### config.mk
export PLATFORM = sky130hd
export DESIGN_NAME = usb_transmitter_flat
export DESIGN_NICKNAME = d
export VERILOG_FILES = /design/src/rtl/usb_transmitter_if.sv /design/src/rtl/usb_transmitter.sv /design/src/flat_wrapper.sv
export SDC_FILE = /design/constraint.sdc
export NUM_CORES = 1
export LEC_CHECK = 0
export ABC_AREA = 1
export ABC_CLOCK_PERIOD_IN_PS = 2500
export CAP_MARGIN = 20
export CORE_ASPECT_RATIO = 1.2
export CORE_MARGIN = 2
export CORE_UTILIZATION = 55
export CTS_BUF_LIST = sky130_fd_sc_hd__clkbuf_4 sky130_fd_sc_hd__clkbuf_8
export CTS_CLUSTER_SIZE = 24
export DETAILED_ROUTE_END_ITERATION = 7
export DONT_BUFFER_PORTS = 1
export GPL_TIMING_DRIVEN = 1
export PLACE_DENSITY = 0.7
export SLEW_MARGIN = 20
export SYNTH_ARGS = -nofsm -noshare
export SYNTH_HDL_FRONTEND = slang
export SYNTH_SLANG_ARGS = --single-unit
### constraint.sdc
create_clock -name clk -period 2.5 [get_ports clk]
set_clock_uncertainty 0.15 [all_clocks]
set_input_delay 0.25 -clock clk [delete_from_list [all_inputs] [get_ports clk]]
set_output_delay 0.25 -clock clk [all_outputs]
set_load 0.005 [all_outputs]
### src/rtl/usb_transmitter_if.sv
// Handshake and line signals between the packet source and the USB transmitter.
interface usb_transmitter_if;
  logic       tx_start;
  logic [7:0] t_data;
  logic       t_empty;
  logic       t_read;
  logic       d_plus;
  logic       d_minus;
  logic       transmitting;
  logic       tx_done;

  modport master (
    output tx_start, t_data, t_empty,
    input  t_read, d_plus, d_minus, transmitting, tx_done
  );

  modport slave (
    input  tx_start, t_data, t_empty,
    output t_read, d_plus, d_minus, transmitting, tx_done
  );
endinterface

### src/rtl/usb_transmitter.sv
// USB low-level packet transmitter: SYNC, LSB-first data from a FWFT FIFO,
// NRZI encoding with bit stuffing, then SE0/J end-of-packet. One bit = 8 clk.
//
// state   | meaning
// IDLE    | lines at J, waiting for tx_start with a non-empty FIFO
// SYNC    | sending the 8-bit SYNC pattern
// DATA    | sending payload bits from the shift register
// STUFF   | one inserted 0 after six consecutive 1s
// EOP_SE0 | both lines low for two bit times
// EOP_J   | J for one bit time, then back to IDLE with tx_done
module usb_transmitter (
  input  logic              clk,
  input  logic              n_rst,
  usb_transmitter_if.slave  bus
);

  typedef enum logic [2:0] {IDLE, SYNC, DATA, STUFF, EOP_SE0, EOP_J} state_t;

  state_t     state_q, state_d;
  logic [2:0] timer_q, timer_d;
  logic [2:0] bit_cnt_q, bit_cnt_d;
  logic [2:0] ones_q, ones_d;
  logic [2:0] ones_nx;
  logic [7:0] shift_q, shift_d;
  logic       dp_q, dp_d;
  logic       dm_q, dm_d;
  logic       tx_done_q, tx_done_d;
  logic       t_read_c;
  logic       adv;
  logic       snd;
  logic       nb;

  // State, timer, shifter and registered line drivers.
  always_ff @(posedge clk) begin
    if (n_rst) begin
      state_q   <= IDLE;
      timer_q   <= 3'd0;
      bit_cnt_q <= 3'd0;
      ones_q    <= 3'd0;
      shift_q   <= 8'h00;
      dp_q      <= 1'b1;
      dm_q      <= 1'b0;
      tx_done_q <= 1'b0;
    end else begin
      state_q   <= state_d;
      timer_q   <= timer_d;
      bit_cnt_q <= bit_cnt_d;
      ones_q    <= ones_d;
      shift_q   <= shift_d;
      dp_q      <= dp_d;
      dm_q      <= dm_d;
      tx_done_q <= tx_done_d;
    end
  end

  // Next-state logic: decisions are taken in the last cycle of each bit and the
  // line value for the following bit is loaded on that same edge.
  always_comb begin
    state_d   = state_q;
    timer_d   = timer_q + 3'd1;
    bit_cnt_d = bit_cnt_q;
    ones_d    = ones_q;
    shift_d   = shift_q;
    dp_d      = dp_q;
    dm_d      = dm_q;
    tx_done_d = 1'b0;
    t_read_c  = 1'b0;
    adv       = 1'b0;
    snd       = 1'b0;
    nb        = 1'b1;
    // ones count including the bit currently on the line
    ones_nx   = shift_q[0] ? ones_q + 3'd1 : 3'd0;

    case (state_q)
      IDLE: begin
        timer_d = 3'd0;
        dp_d    = 1'b1;
        dm_d    = 1'b0;
        // a start coinciding with tx_done is dropped on purpose
        if (bus.tx_start && !bus.t_empty && !tx_done_q) begin
          state_d   = SYNC;
          bit_cnt_d = 3'd0;
          shift_d   = 8'h80;
          ones_d    = 3'd0;
          snd       = 1'b1;
          nb        = 1'b0;
        end
      end
      SYNC, DATA: begin
        if (timer_q == 3'd7) begin
          if (ones_nx == 3'd6) begin
            state_d = STUFF;
            ones_d  = 3'd0;
            snd     = 1'b1;
            nb      = 1'b0;
          end else begin
            ones_d = ones_nx;
            adv    = 1'b1;
          end
        end
      end
      STUFF: begin
        if (timer_q == 3'd7) adv = 1'b1;
      end
      EOP_SE0: begin
        if (timer_q == 3'd7) begin
          if (bit_cnt_q == 3'd0) begin
            bit_cnt_d = 3'd1;
          end else begin
            state_d = EOP_J;
            dp_d    = 1'b1;
            dm_d    = 1'b0;
          end
        end
      end
      EOP_J: begin
        if (timer_q == 3'd7) begin
          state_d   = IDLE;
          tx_done_d = 1'b1;
        end
      end
      default: state_d = IDLE;
    endcase

    // Move to the next bit; at a byte boundary pop the FIFO or finish.
    if (adv) begin
      if (bit_cnt_q == 3'd7) begin
        if (!bus.t_empty) begin
          t_read_c  = 1'b1;
          shift_d   = bus.t_data;
          bit_cnt_d = 3'd0;
          state_d   = DATA;
          snd       = 1'b1;
          nb        = bus.t_data[0];
        end else begin
          state_d   = EOP_SE0;
          bit_cnt_d = 3'd0;
          dp_d      = 1'b0;
          dm_d      = 1'b0;
        end
      end else begin
        shift_d   = {1'b0, shift_q[7:1]};
        bit_cnt_d = bit_cnt_q + 3'd1;
        state_d   = (state_q == STUFF) ? DATA : state_q;
        snd       = 1'b1;
        nb        = shift_q[1];
      end
    end

    // NRZI: a 0 toggles J/K, a 1 holds the line
    if (snd && !nb) begin
      dp_d = ~dp_q;
      dm_d = dp_q;
    end
  end

  assign bus.t_read       = t_read_c && !n_rst;
  assign bus.d_plus       = dp_q;
  assign bus.d_minus      = dm_q;
  assign bus.transmitting = (state_q != IDLE);
  assign bus.tx_done      = tx_done_q;

endmodule

### src/flat_wrapper.sv
// flat-port wrapper written by rule: the top's interface ports become plain ports
module usb_transmitter_flat 
  (clk, n_rst, bus_tx_start, bus_t_data, bus_t_empty, bus_t_read, bus_d_plus, bus_d_minus, bus_transmitting, bus_tx_done);
  usb_transmitter_if bus_i ();
  input  logic clk;
  input  logic n_rst;
  input wire logic [$bits(bus_i.tx_start)-1:0] bus_tx_start;
  input wire logic [$bits(bus_i.t_data)-1:0] bus_t_data;
  input wire logic [$bits(bus_i.t_empty)-1:0] bus_t_empty;
  output wire logic [$bits(bus_i.t_read)-1:0] bus_t_read;
  output wire logic [$bits(bus_i.d_plus)-1:0] bus_d_plus;
  output wire logic [$bits(bus_i.d_minus)-1:0] bus_d_minus;
  output wire logic [$bits(bus_i.transmitting)-1:0] bus_transmitting;
  output wire logic [$bits(bus_i.tx_done)-1:0] bus_tx_done;
  assign bus_i.tx_start = bus_tx_start;
  assign bus_i.t_data = bus_t_data;
  assign bus_i.t_empty = bus_t_empty;
  assign bus_t_read = bus_i.t_read;
  assign bus_d_plus = bus_i.d_plus;
  assign bus_d_minus = bus_i.d_minus;
  assign bus_transmitting = bus_i.transmitting;
  assign bus_tx_done = bus_i.tx_done;
  usb_transmitter u_core (.clk(clk), .n_rst(n_rst), .bus(bus_i));
endmodule
* Yosys cells after proc, flatten, opt, wreduce, memory -nomap -nowiden
Cells that the tools add are included.
** Storage, ports and cells
- Logic and storage cells :: 111
- Register bits after elaboration :: 23
- Output and inout port bits :: 5
- Input port bits :: 12
** Cells by class
- Bitwise gates (word level) :: 2
- Equal/unequal tests :: 19
- Reductions and logical operators :: 19
- Multiplexer cells :: 60
- Add/sub/neg operators :: 3
** Operators with widths (number)
- 3-bit two-way mux :: 18
- 8-bit two-way mux :: 5
- 1-bit two-way mux :: 29
- 3-bit by 1-bit != test with 1-bit output (second input constant) :: 6
- 3-bit equality test (second input constant) :: 5
- 3-bit one-hot mux with 5 select lines :: 1
- 3-bit one-hot mux with 2 select lines :: 2
- 1-bit one-hot mux with 2 select lines :: 5
- 3-bit by 1-bit adder with 3-bit output (second input constant) :: 3
- 8-bit AND reduction :: 1
- 3-bit by 2-bit equality test with 1-bit output (second input constant) :: 2
- 3-bit logical NOT :: 2
- 2-bit by 1-bit != test with 1-bit output (second input constant) :: 3
- 3-bit nonzero test :: 2
- 2-bit OR reduction :: 3
- 1-bit logical AND :: 4
- 1-bit logical NOT :: 4
- 4-bit AND reduction :: 1
- 3-bit by 1-bit equality test with 1-bit output (second input constant) :: 1
- 3-bit by 2-bit != test with 1-bit output (second input constant) :: 1
- 3-bit != test (second input constant) :: 1
- 3-bit AND reduction :: 1
- 1-bit NOT :: 2
- 2-bit nonzero test :: 1

* Longest topological paths before layout
- Depth in word-level cells :: 12
- Gate-level depth with buffers :: 13
- Mapped depth without buffers :: 13

* Worst setup path before layout
OpenSTA, ideal clock, no wires.
- Path type :: register -> register
- Start point :: register u_core.bit_cnt_q[0]
- End point :: register u_core.shift_q[1]
- Data arrival time :: 1.484 ns
- Cell stages (with the launch flop) :: 8
- Buffers on the path :: 1
- Data required time :: 2.280 ns
- Path slack :: 0.796 ns
- Period minus slack after synthesis :: 1.704 ns
- Library setup time :: 0.070 ns
- Path through :: dfxtp_1 -> ha_1 -> ha_1 -> inv_1 -> buf_2 -> a21oi_1 -> or2_2 -> a21oi_1
** On the way
- Word-level cells in the longest chain between the ends :: 3
** Ends and longest elaborated chain
- start: declaration :: RTL line usb_transmitter.sv:21 : logic [2:0] bit_cnt_q, bit_cnt_d;
- start signal: assignment :: RTL line usb_transmitter.sv:47 : bit_cnt_q <= bit_cnt_d;
- 3-bit equality test :: RTL line usb_transmitter.sv:127 : if (bit_cnt_q == 3'd7) begin
- 8-bit two-way mux :: RTL line usb_transmitter.sv:127
- 8-bit two-way mux :: RTL line usb_transmitter.sv:126 : if (adv) begin
- end signal: assignment :: RTL line usb_transmitter.sv:49 : shift_q <= shift_d;
- end: declaration :: RTL line usb_transmitter.sv:24 : logic [7:0] shift_q, shift_d;
No other way between the ends.
A chain may end at the register's enable or synchronous reset.

* Worst setup path after layout
- Start point :: register u_core.bit_cnt_q[1]
- End point :: output bus_t_read
** On the way
- Word-level cells in the longest chain between the ends :: 4
** Ends and longest elaborated chain
- 3-bit equality test :: RTL line usb_transmitter.sv:127
- 1-bit two-way mux :: RTL line usb_transmitter.sv:127
- 1-bit two-way mux :: RTL line usb_transmitter.sv:126
- 1-bit logical AND :: RTL line usb_transmitter.sv:157 : assign bus.t_read = t_read_c && !n_rst;
- end: declaration :: RTL line flat_wrapper.sv:10 : output wire logic [$bits(bus_i.t_read)-1:0] bus_t_read;
No other way between the ends.

==> flow_summary_export.csv <==
group,metric,value,unit
run_status,status,"completed",
timing,grt_setup_unrepaired,"no",
timing,worst_pin_slew,0.587,ns
place,portBuffers,0,
worst_setup_path,critPathArrivalTime,1.71,ns
logic_synthesis,yosysWarnings,0,
drt,drc,0,
floorplan,dieWidth,50.0,um
final_layout,diodes,0,
timing,slew_violations,0,
floorplan,core.rowCount,20,
worst_setup_path,cp_data_required_time,2.10,ns
logic_synthesis,synth_flop_cell,"dfxtp_1",
drt,viasPerCell,5.49,
floorplan,io_pins,17,
final_layout,regArea,460,um^2
clocking,clk_pin_slew,0.14,ns
logic_synthesis,synth-seq-cells,23,
final_layout,fillCellCount,249,
floorplan,core,2480,um^2
global_route,grt_overflow,0,
place,dp_hpwl,2230,um
logic_synthesis,syn_inst,205,
worst_setup_path,critPathCaptureType,"output port",
clocking,clk_latency,0.32,ns
logic_synthesis,syn_nets,223,
logic_synthesis,synth_commonest_cells,"54 x nand2_1, 30 x a21oi_1, 23 x dfxtp_1",
drt,post_drt_wl_per_cell,12.8,um
final_layout,multi_input_area,810,um^2
logic_synthesis,synth_most_common_cell,"nand2_1",
drt,postRouteAntennaNets,0,
worst_setup_path,criticalPathCategory,"reg2out",
final_layout,layout.nets,226,
global_route,grt_usage,22.8,%
hold_path,hp-class,"in2reg",
power_and_ir_drop,powerDensity,1000,nW/um^2
logic_synthesis,synth_top_area_share,33.0,%
logic_synthesis,yosys.area.top_type,"dfxtp_1",
clocking,cts-root-buf,"clkbuf_4",
global_route,grt_pass1_vias,1205,
worst_setup_path,path_max_fanout,13,
logic_synthesis,async_flop_share,0,%
timing,finalSetupTns,0,ns
logic_synthesis,seq_area_frac_synth,33.0,%
global_route,grt_max_degree,15,
drt,drtIter0Drc,32,
logic_synthesis,syn_avg_cell_area,6.81,um^2
drt,vias,1318,
timing,setup_viol,0,
timing,slew_headroom,60.7,%
timing,period_share,84.4,%
job,drv_cap,0,
timing,fmax,474,MHz
timing,min_period,2.11,ns
clocking,htreeDepth,1,
power_and_ir_drop,ir_worst_vdd,0.693,mV
logic_synthesis,syn-cell-area,1400,um^2
clocking,clock-sinks,23,
timing,hold_viol_final,0,
global_route,antenna_found_initial,0,
drt,routed_wl,3070,um
drt,drtPass1Iterations,4,
clocking,clk_path_buf_depth,2,
floorplan,fp.dieH,59.2,um
power_and_ir_drop,cellLeakagePower,0.632,nW
timing,hold-worst-slack,0.0186,ns
final_layout,syn2layout_area_growth,4.75,%
floorplan,initial_utilization,56.3,%
logic_synthesis,ys_top_cells_by_area,"dfxtp_1 33%, nand2_1 15%, a21oi_1 11%, inv_1 5.9%, ha_1 5.4%",
worst_setup_path,start_kind,"flop",
logic_synthesis,synth-edff-count,0,
clocking,post_cts_buffers,0,
final_layout,drive_gt1_share,10.6,%
floorplan,dieArea,2960,um^2
clocking,cts_made_buffers,3,
clocking,cts_tree,"built",
logic_synthesis,synth_cell_types,26,
place,gp_congestion,0.849,
global_route,grt_pass1_wl,5240,um
-- cells by family (layout without fill, tap and decap cells) --
family / after synthesis / after routing / synth area share (%)
AOI/OAI and AO/OA: 49 / 49 / 20.5
adders and majority gates: 6 / 6 / 5.38
buffers and inverters: 29 / 31 / 8.97
DFF: 23 / 23 / 33.0
and+or+nand+nor: 98 / 98 / 32.1
-- repair_timing --
action / 4_1_cts / 5_1_grt
hold buffers: 3 / 0
hold endpoints to repair: 14 / 0
resized for setup: 0 / 0
endpoints found under the setup margin: 0 / 0
-- metrics by stage --
step | power, mW | instances | util (%) | worst slack, ns | cell area [um^2]
floorplan | 1.14 | 205 | - | 0.796 | 1400
global placement | 1.24 | 233 | 56.6 | 0.616 | 1400
detailed placement | 1.27 | 233 | 56.6 | 0.577 | 1400
CTS | 1.47 | 240 | 59.0 | 0.381 | 1460
global route | 1.61 | 240 | 59.0 | 0.284 | 1460
finish | 1.47 | 240 | 59.0 | 0.390 | 1460
-- layout by cell type, fill, tap and decap left out --
master,netlist,final
dlygate4sd3_1,0,3
clkbuf_4,0,4
o211ai_1,7,7
nor4_4,1,1
o21ai_0,3,3
nor2_1,13,13
inv_1,22,22
ha_1,6,6
nor2_2,1,1
inv_2,2,2
a21oi_1,30,30
a31o_2,1,1
a31oi_1,2,2
nor2_4,1,1
nand4_1,1,1
o21ai_2,2,2
o21a_1,1,1
a211oi_1,3,3
or2_0,2,2
or2_2,3,3
nand2_2,7,7
nor4_1,1,1
dfxtp_1,23,23
nand3_1,14,14
nand2_1,54,54
-- path summary, 6_finish.rpt --
kind	from	slack, ns	depth (start not counted)	to
hold / removal	n_rst	0.02	2	u_core.bus.d_plus
setup / recovery	u_core.bit_cnt_q[1]	0.39	4	bus_t_read
setup reg to reg	u_core.timer_q[0]	0.56	9	u_core.bus.d_minus
hold reg to reg	u_core.timer_q[0]	0.28	1	u_core.timer_q[0]
-- where the power goes --
group	switching [mW]	internal [mW]	total (mW)
sequential	0.0677	0.449	0.517
clock	0.117	0.0733	0.190
combinational	0.508	0.253	0.761
total	0.693	0.775	1.47
-- sequential cells by signal (all words and copies together) (netlist names) --
signal	flops
u_core.timer_q	3
u_core.bus.d_plus	1
u_core.ones_q	3
u_core.state_q	3
u_core.shift_q	8
u_core.bus.d_minus	1
u_core.bit_cnt_q	3
u_core.bus.tx_done	1
-- area by class of cell --
cell class	instances	area share, %
Timing Repair Buffer	3	2.05
Tap cell	33	2.83
Inverter	24	6.16
Sequential cell	23	31.5
Clock buffer	4	2.05
Multi-Input combinational cell	153	55.4
-- worst max-delay path, cell delays in order (launching register included) --
cell,delay [ns]
dfxtp_1,0.37
ha_1,0.15
ha_1,0.26
inv_1,0.25
nor4_4,0.35
-- metal layers --
metal  share of wire, %  wire length [um]  track usage, %  vias up
li1                   -                 -               -      681
met1                 47              1440            29.6      601
met2                 47              1450            39.2       32
met3                4.5               139            3.03        4
met4                1.1                33            7.14        0
met5                  0                 0               0        -
No activity file was read; power rests on OpenSTA's default activity.
